File: src/rtl/washer_pkg.sv
// Shared constants for the wash-cycle controller: state codes, default phase
// lengths and the rinse-count clamp.
package washer_pkg;

    localparam logic [2:0] S_IDLE  = 3'd0;
    localparam logic [2:0] S_FILL  = 3'd1;
    localparam logic [2:0] S_WASH  = 3'd2;
    localparam logic [2:0] S_DRAIN = 3'd3;
    localparam logic [2:0] S_RINSE = 3'd4;
    localparam logic [2:0] S_SPIN  = 3'd5;
    localparam logic [2:0] S_HOLD  = 3'd6;

    localparam int unsigned FILL_T_DEF    = 20;
    localparam int unsigned WASH_T_DEF    = 60;
    localparam int unsigned RINSE_T_DEF   = 40;
    localparam int unsigned DRAIN_T_DEF   = 15;
    localparam int unsigned SPIN_T_DEF    = 30;
    localparam int unsigned MAX_RINSE_DEF = 3;

    function automatic logic [2:0] clamp_rinse(input logic [2:0] req, input logic [2:0] cap);
        return (req > cap) ? cap : req;
    endfunction

endpackage

File: src/rtl/phase_timer.sv
// Phase down-counter: load wins over everything, freeze holds the count,
// otherwise it decrements on each tick. Expiry flags the last tick of a phase.
module phase_timer #(
    parameter int unsigned CNT_W = 8
) (
    input  logic             clk,
    input  logic             reset,
    input  logic             tick_i,
    input  logic             load_i,
    input  logic [CNT_W-1:0] load_val_i,
    input  logic             freeze_i,
    output logic             expire_o
);

    logic [CNT_W-1:0] count_q;
    logic [CNT_W-1:0] count_d;

    always_comb begin
        count_d = count_q;
        if (load_i) begin
            count_d = load_val_i;
        end else if (!freeze_i && tick_i && (count_q != '0)) begin
            count_d = count_q - 1'b1;
        end
    end

    always_ff @(posedge clk or posedge reset) begin
        if (reset) begin
            count_q <= '0;
        end else begin
            count_q <= count_d;
        end
    end

    // Not gated by freeze, so the controller decides whether door or expiry wins.
    assign expire_o = tick_i && (count_q == CNT_W'(1));

endmodule

File: src/rtl/wash_cycle_ctrl.sv
// Washing-machine cycle sequencer: FILL/WASH/DRAIN, optional rinse passes,
// SPIN, with a door-interlock HOLD that freezes the phase timer.
module wash_cycle_ctrl
    import washer_pkg::*;
#(
    parameter int unsigned CNT_W     = 8,
    parameter int unsigned FILL_T    = FILL_T_DEF,
    parameter int unsigned WASH_T    = WASH_T_DEF,
    parameter int unsigned RINSE_T   = RINSE_T_DEF,
    parameter int unsigned DRAIN_T   = DRAIN_T_DEF,
    parameter int unsigned SPIN_T    = SPIN_T_DEF,
    parameter int unsigned MAX_RINSE = MAX_RINSE_DEF
) (
    input  logic       clk,
    input  logic       reset,
    input  logic       tick,
    input  logic       start,
    input  logic       abort,
    input  logic       door_open,
    input  logic [2:0] rinse_cnt,
    output logic       water,
    output logic       agitator,
    output logic       motor,
    output logic       pump,
    output logic       speed,
    output logic       hold,
    output logic       busy,
    output logic       done,
    output logic [2:0] state_o
);

    localparam logic [CNT_W-1:0] FILL_LD   = CNT_W'(FILL_T);
    localparam logic [CNT_W-1:0] WASH_LD   = CNT_W'(WASH_T);
    localparam logic [CNT_W-1:0] RINSE_LD  = CNT_W'(RINSE_T);
    localparam logic [CNT_W-1:0] DRAIN_LD  = CNT_W'(DRAIN_T);
    localparam logic [CNT_W-1:0] SPIN_LD   = CNT_W'(SPIN_T);
    localparam logic [2:0]       RINSE_CAP = (MAX_RINSE > 7) ? 3'd7 : 3'(MAX_RINSE);

    logic [2:0]       state_q, state_d;
    logic [2:0]       ret_q, ret_d;
    logic [2:0]       rinse_left_q, rinse_left_d;
    logic             washed_q, washed_d;
    logic             done_q, done_d;
    logic             tmr_load;
    logic [CNT_W-1:0] tmr_load_val;
    logic             tmr_freeze;
    logic             tmr_expire;

    phase_timer #(.CNT_W(CNT_W)) u_timer (
        .clk        (clk),
        .reset      (reset),
        .tick_i     (tick),
        .load_i     (tmr_load),
        .load_val_i (tmr_load_val),
        .freeze_i   (tmr_freeze),
        .expire_o   (tmr_expire)
    );

    // Priority: abort, then door interlock, then phase expiry.
    always_comb begin
        state_d      = state_q;
        ret_d        = ret_q;
        rinse_left_d = rinse_left_q;
        washed_d     = washed_q;
        done_d       = 1'b0;
        tmr_load     = 1'b0;
        tmr_load_val = '0;
        tmr_freeze   = 1'b0;
        if (abort) begin
            state_d      = S_IDLE;
            ret_d        = S_IDLE;
            rinse_left_d = '0;
            washed_d     = 1'b0;
            tmr_load     = 1'b1;
        end else if (state_q == S_IDLE) begin
            if (start && !door_open) begin
                state_d      = S_FILL;
                rinse_left_d = clamp_rinse(rinse_cnt, RINSE_CAP);
                washed_d     = 1'b0;
                tmr_load     = 1'b1;
                tmr_load_val = FILL_LD;
            end
        end else if (state_q == S_HOLD) begin
            tmr_freeze = 1'b1;
            if (!door_open) begin
                state_d = ret_q;
            end
        end else if (door_open) begin
            state_d    = S_HOLD;
            ret_d      = state_q;
            tmr_freeze = 1'b1;
        end else if (tmr_expire) begin
            tmr_load = 1'b1;
            case (state_q)
                S_FILL: begin
                    state_d      = washed_q ? S_RINSE : S_WASH;
                    tmr_load_val = washed_q ? RINSE_LD : WASH_LD;
                end
                S_WASH: begin
                    state_d      = S_DRAIN;
                    washed_d     = 1'b1;
                    tmr_load_val = DRAIN_LD;
                end
                S_RINSE: begin
                    state_d      = S_DRAIN;
                    rinse_left_d = rinse_left_q - 3'd1;
                    tmr_load_val = DRAIN_LD;
                end
                S_DRAIN: begin
                    state_d      = (rinse_left_q != '0) ? S_FILL : S_SPIN;
                    tmr_load_val = (rinse_left_q != '0) ? FILL_LD : SPIN_LD;
                end
                S_SPIN: begin
                    state_d = S_IDLE;
                    done_d  = 1'b1;
                end
                default: state_d = S_IDLE;
            endcase
        end
    end

    always_ff @(posedge clk or posedge reset) begin
        if (reset) begin
            state_q      <= S_IDLE;
            ret_q        <= S_IDLE;
            rinse_left_q <= '0;
            washed_q     <= 1'b0;
            done_q       <= 1'b0;
        end else begin
            state_q      <= state_d;
            ret_q        <= ret_d;
            rinse_left_q <= rinse_left_d;
            washed_q     <= washed_d;
            done_q       <= done_d;
        end
    end

    assign water    = (state_q == S_FILL);
    assign agitator = (state_q == S_WASH) || (state_q == S_RINSE);
    assign motor    = (state_q == S_WASH) || (state_q == S_RINSE) || (state_q == S_SPIN);
    assign pump     = (state_q == S_DRAIN);
    assign speed    = (state_q == S_SPIN);
    assign hold     = (state_q == S_HOLD);
    assign busy     = (state_q != S_IDLE);
    assign done     = done_q;
    assign state_o  = state_q;

endmodule

File: config.mk
export PLATFORM = sky130hd
export DESIGN_NAME = wash_cycle_ctrl
export DESIGN_NICKNAME = d
export VERILOG_FILES = /design/src/rtl/washer_pkg.sv /design/src/rtl/phase_timer.sv /design/src/rtl/wash_cycle_ctrl.sv
export SDC_FILE = /design/constraint.sdc
export NUM_CORES = 1
export LEC_CHECK = 0
export ABC_CLOCK_PERIOD_IN_PS = 4970
export CAP_MARGIN = 20
export CORE_UTILIZATION = 59
export CTS_CLUSTER_DIAMETER = 30
export CTS_CLUSTER_SIZE = 24
export DETAILED_ROUTE_END_ITERATION = 7
export PLACE_DENSITY = 0.95
export SLEW_MARGIN = 30
export SYNTH_ARGS = -nofsm -noshare
export SYNTH_HDL_FRONTEND = slang
export SYNTH_SLANG_ARGS = --single-unit
File: constraint.sdc
create_clock -name clk -period 4.97 [get_ports clk]
set_input_delay 0.497 -clock clk [delete_from_list [all_inputs] [get_ports clk]]
set_output_delay 0.497 -clock clk [all_outputs]
set_load 0.05 [all_outputs]
; ---- Word-level counts from Yosys, hierarchy flattened
; Cells that the tools add are included.
[totals]
reg_bits = 19
input_bits = 9
out_inout_bits = 11
elab_cells = 98
[op_classes]
add_sub_neg = 2
n_lt_le_gt_ge = 1
eq_ne = 12
n_mux = 55
n_reduce_logical = 22
[ops]
columns = operator, count
row1 = two-way mux 3 bit, 20
row2 = two-way mux 8 bit, 4
row3 = two-way mux 1 bit, 23
row4 = two-way mux 6 bit, 3
row5 = one-hot mux 6 bit (3 select lines), 1
row6 = nonzero test 3 bit, 5
row7 = two-way mux 5 bit, 2
row8 = AND reduction 5 bit, 2
row9 = "equality test 3 bit, second input constant", 3
row10 = "!= test 3 x 2 -> 1 bit, second input constant", 3
row11 = one-hot mux 3 bit (3 select lines), 1
row12 = "equality test 8 x 1 -> 1 bit, second input constant", 1
row13 = nonzero test 8 bit, 1
row14 = "subtractor 8 x 1 -> 8 bit, second input constant", 1
row15 = "equality test 3 x 2 -> 1 bit, second input constant", 2
row16 = nonzero test 5 bit, 1
row17 = logical AND 1 bit, 4
row18 = two-way mux 4 bit, 1
row19 = "!= test 2 bit, second input constant", 2
row20 = AND reduction 2 bit, 2
row21 = "equality test 3 x 1 -> 1 bit, second input constant", 1
row22 = "> comparator 3 x 2 -> 1 bit, second input constant", 1
row23 = logical NOT 3 bit, 1
row24 = "subtractor 3 x 1 -> 3 bit, second input constant", 1
row25 = 4 further kinds, 6

; ---- Depth between registers and ports, before layout
[depth]
depth_word = 9
ltp_mapped = 8
mapped_depth_nobuf = 8

; ---- Hierarchy
; From an unflattened synthesis, not the netlist that was laid out.
[unflattened]
hier_cells = 201
hier_area_um2 = 1532.7
[by_module_without_submodules]
columns = mod, instances, cells_per_inst, area_per_inst_um2, seq_area_each_um2
row1 = wash_cycle_ctrl, 1, 128, 924.6, 275.3
row2 = phase_timer, 1, 73, 608.1, 200.2

; ---- Least setup slack after synthesis
; No wires, ideal clock.
[synth_timing]
path_kind = register to output
from = register state_q[2], in the netlist state_o[2]
to = output port pump
arrival_time_ns = 2.149
t_required_ns = 4.473
slack_ns = 2.324
path_stages_with_launch = 4
path_buffers = 2
path_cell_list = dfrtp_1 clkbuf_1 buf_1 nor3_1
[synth_between]
elab_chain_cells = 1
[synth_rtl]
columns = item, line_no
row1 = "start, declared", wash_cycle_ctrl.sv:39  ; logic [2:0] state_q, state_d;
row2 = "start signal, assigned", wash_cycle_ctrl.sv:130  ; state_q <= state_d;
row3 = equality test 3 x 2 -> 1 bit, wash_cycle_ctrl.sv:141  ; assign pump = (state_q == S_DRAIN);
row4 = "end, declared", wash_cycle_ctrl.sv:24  ; output logic pump,
; No other way between the ends.

; ---- Final worst setup path
[layout_timing]
from = register state_q[2], in the netlist state_o[2]
to = output port motor
[layout_between]
elab_chain_cells = 3
word_cells_on_any_way = 5
classes_between = 3 x eq/ne / 2 x reduce/logical
[layout_rtl]
columns = item, line_no
row1 = equality test 3 x 2 -> 1 bit / equality test 3 bit (equally long branches), wash_cycle_ctrl.sv:140  ; assign motor = (state_q == S_WASH) || (state_q == S_RINSE) || (state_q == S_SPIN);
row2 = logical OR 1 bit, wash_cycle_ctrl.sv:140
row3 = logical OR 1 bit (*), wash_cycle_ctrl.sv:140
row4 = "end, declared", wash_cycle_ctrl.sv:23  ; output logic motor,
; Every way passes the cells marked *; elsewhere a longest branch is shown, timed or not.

==> impl_metrics.tcl <==
set metrics [dict create \
    status "completed" \
    syn_to_final_growth_pct 13.5 \
    power_leakage_nw 0.724 \
    total_power_w 0.00114 \
    ys.flop_type "dfrtp_1" \
    drc_errors 0 \
    die_area_um2 2790 \
    worstMarginPinSlew_ps 752 \
    vias_per_cell 6.64 \
    synth_fp_nets 194 \
    maxSlewHeadroom 0.498 \
    numCtsBuffers 3 \
    synth_edf_count 0 \
    synth.top_cell.area_share 0.312 \
    cpMostUsedCell "nand2_1" \
    drtAntennaViolNets 0 \
    grt_pass1_wl_mm 5.95 \
    nets 208 \
    htree_levels 1 \
    design.core.area_um2 2450 \
    cts-root-buf "clkbuf_4" \
    io_pins 20 \
    vias 1480 \
    routedWlPerCell_um 17.1 \
    setup_violations 0 \
    critPathSlowestCell "clkdlybuf4s50_1" \
    port_buffers 19 \
    track_usage 0.295 \
    synthCells 180 \
    die_w_um 52.8 \
    seq_area_frac_synth 0.312 \
    yosys.area.top_type "dfrtp_1" \
    die_y_um 52.8 \
    ctsResizeCount 0 \
    rsz0062_at_grt "no" \
    r2r_slack_ps 2520 \
    netlist_area_um2 1520 \
    end_kind "output port" \
    critical_path_arrival_ps 2450 \
    fmax_mhz 339 \
    totalWireLength_mm 3.81 \
    critPathMaxStageDelay_ps 800 \
    yosysMostFrequentCell "dfrtp_1" \
    diodes 0 \
    synth_area_leaders "dfrtp_1 31%, nor2_1 4.4%, ha_1 4.1%, inv_1 3.9%, a21oi_1 3.6%" \
    ys_top_cells_by_count "19 x dfrtp_1, 18 x nor2_1, 16 x inv_1" \
    nFillCells 192 \
    final_max_slew_viol_count 0 \
    insertion_delay_ps 320 \
    rows 18 \
    finalSetupTns_ps 0 \
    overflow 0 \
    postSynthAreaPerCell_um2 8.46 \
    clkTransAtPathRegs_ps 120 \
    netlist-cell-type-count 55 \
    drtPass1Iterations 4 \
    ys_warn_count 0 \
    start_util 0.620 \
    cap_viol_max_count 0 \
    cts_setup_buffers 0 \
    ctsHoldBuffers 0 \
    cp_cell_sequence "xor2_1 > nand2_1 > nand2_1 > clkdlybuf4s50_1" \
    ys_ff_latch 19 \
    critical_path_class "flop to output port" \
    cts_sinks 19 \
    drt_iter0_markers 81 \
    crit_buf_inv 1 \
    gp_congestion 0.960 \
    min_period_ps 2950 \
    cp_data_required_time_ps 4470 \
    clock_path_buffers 2 \
    powerDensity_nw_per_um2 663 \
    drive_gt1_frac 0.124 \
    cpLargestDelayFamily "buffers and inverters" \
    fin_skew_ps 4.44 \
    fin_crit_sh 0.593 \
    dp_hpwl_mm 2.77 \
    antenna_found_initial 0 \
    first_global_vias 1249 \
    cp-start-kind "flop" \
    hold_class "flop to flop" \
    cts_tree "yes" \
    finalHoldViolCount 0 \
    grt_max_degree 23 \
    async_reset_ff_frac 1.00 \
    vdd_ir_drop_max_uv 445 \
    critPathMaxFanout 22 \
]
logic make-up (layout without fill, tap and decap cells):
| family | after synthesis | in the layout | synth area share |
|---|---|---|---|
| AND/OR/NAND/NOR | 65 | 65 | 0.243 |
| AO/OA/AOI/OAI | 58 | 58 | 0.287 |
| XOR/XNOR | 3 | 3 | 0.0173 |
| adder cells (fa/ha/maj) | 5 | 5 | 0.0411 |
| flip-flops | 19 | 19 | 0.312 |
| buffers and inverters | 27 | 40 | 0.0772 |
| multiplexers | 3 | 3 | 0.0222 |
sequential cells by signal, indices dropped and copies added (netlist names):
signal / flops
u_timer.count_q: 8
ret_q: 3
rinse_left_q: 3
state_o: 3
done: 1
washed_q: 1
through the flow:
| step | instance area (um2) | setup slack, ps | instances | util | hold WS (ps) |
|---|---|---|---|---|---|
| finish | 1730 | 2020 | 223 | 0.704 | 549 |
| global route | 1730 | 1890 | 223 | 0.704 | 581 |
| CTS | 1730 | 2060 | 223 | 0.704 | 551 |
| detailed placement | 1700 | 2110 | 219 | 0.693 | 524 |
| global placement | 1700 | 2240 | 219 | 0.693 | 479 |
| floorplan | 1520 | 2320 | 180 | - | 448 |
path summary, 6_finish.rpt:
path | end | start | cells past startpoint
min in group asynchronous | rinse_left_q[0] | reset | 2
worst max register to register | u_timer.count_q[4] | state_o[2] | 6
max in group asynchronous | state_o[1] | reset | 2
worst max-delay path | motor | state_o[2] | 4
worst min register to register | rinse_left_q[1] | rinse_left_q[1] | 1
worst min-delay path | rinse_left_q[1] | rinse_left_q[1] | 1
routing by layer:
metal	track usage	share of wire
met5	0	0
met4	0.110	0.019
met3	0.0377	0.061
met2	0.475	0.49
met1	0.398	0.43
placed cells by master (no fill, tap or decap), types with 3 or more instances in the layout:
cell and n:
a21oi_1 11, a2bb2oi_1 3, a31oi_1 3, clkbuf_4 3, clkdlybuf4s50_1 19, dfrtp_1 19, ha_1 5, inv_1 16
mux2_2 3, nand2_1 12, nand3_1 3, nor2_1 18, nor2b_1 3, nor3_1 10, o21a_1 3, o21ai_0 10
xor2_1 3
where the power goes:
part,switching (W),total (W),internal [W]
logic,0.000461,0.000746,0.000285
registers,0.000106,0.000313,0.000207
clock network,0.0000561,0.0000862,0.0000302
worst register-to-register path, cell delays in order (launching register included):
cell and delay (ps):
dfrtp_1 750, nor3_1 130, buf_4 200, a31oi_1 440
o31ai_4 290, a41o_2 310, a221oi_2 230
layout make-up:
cell class              count  area (um2)  share of cell area
inverters                  16        60.1              0.0348
flip-flops and latches     19         475               0.275
repair buffers             20         198               0.114
clock buffers               3        22.5              0.0130
well taps                  30        37.5              0.0217
clock inverters             1        5.00             0.00290
multi-input cells         134         930               0.538
Power figures use the tool's default switching activity.
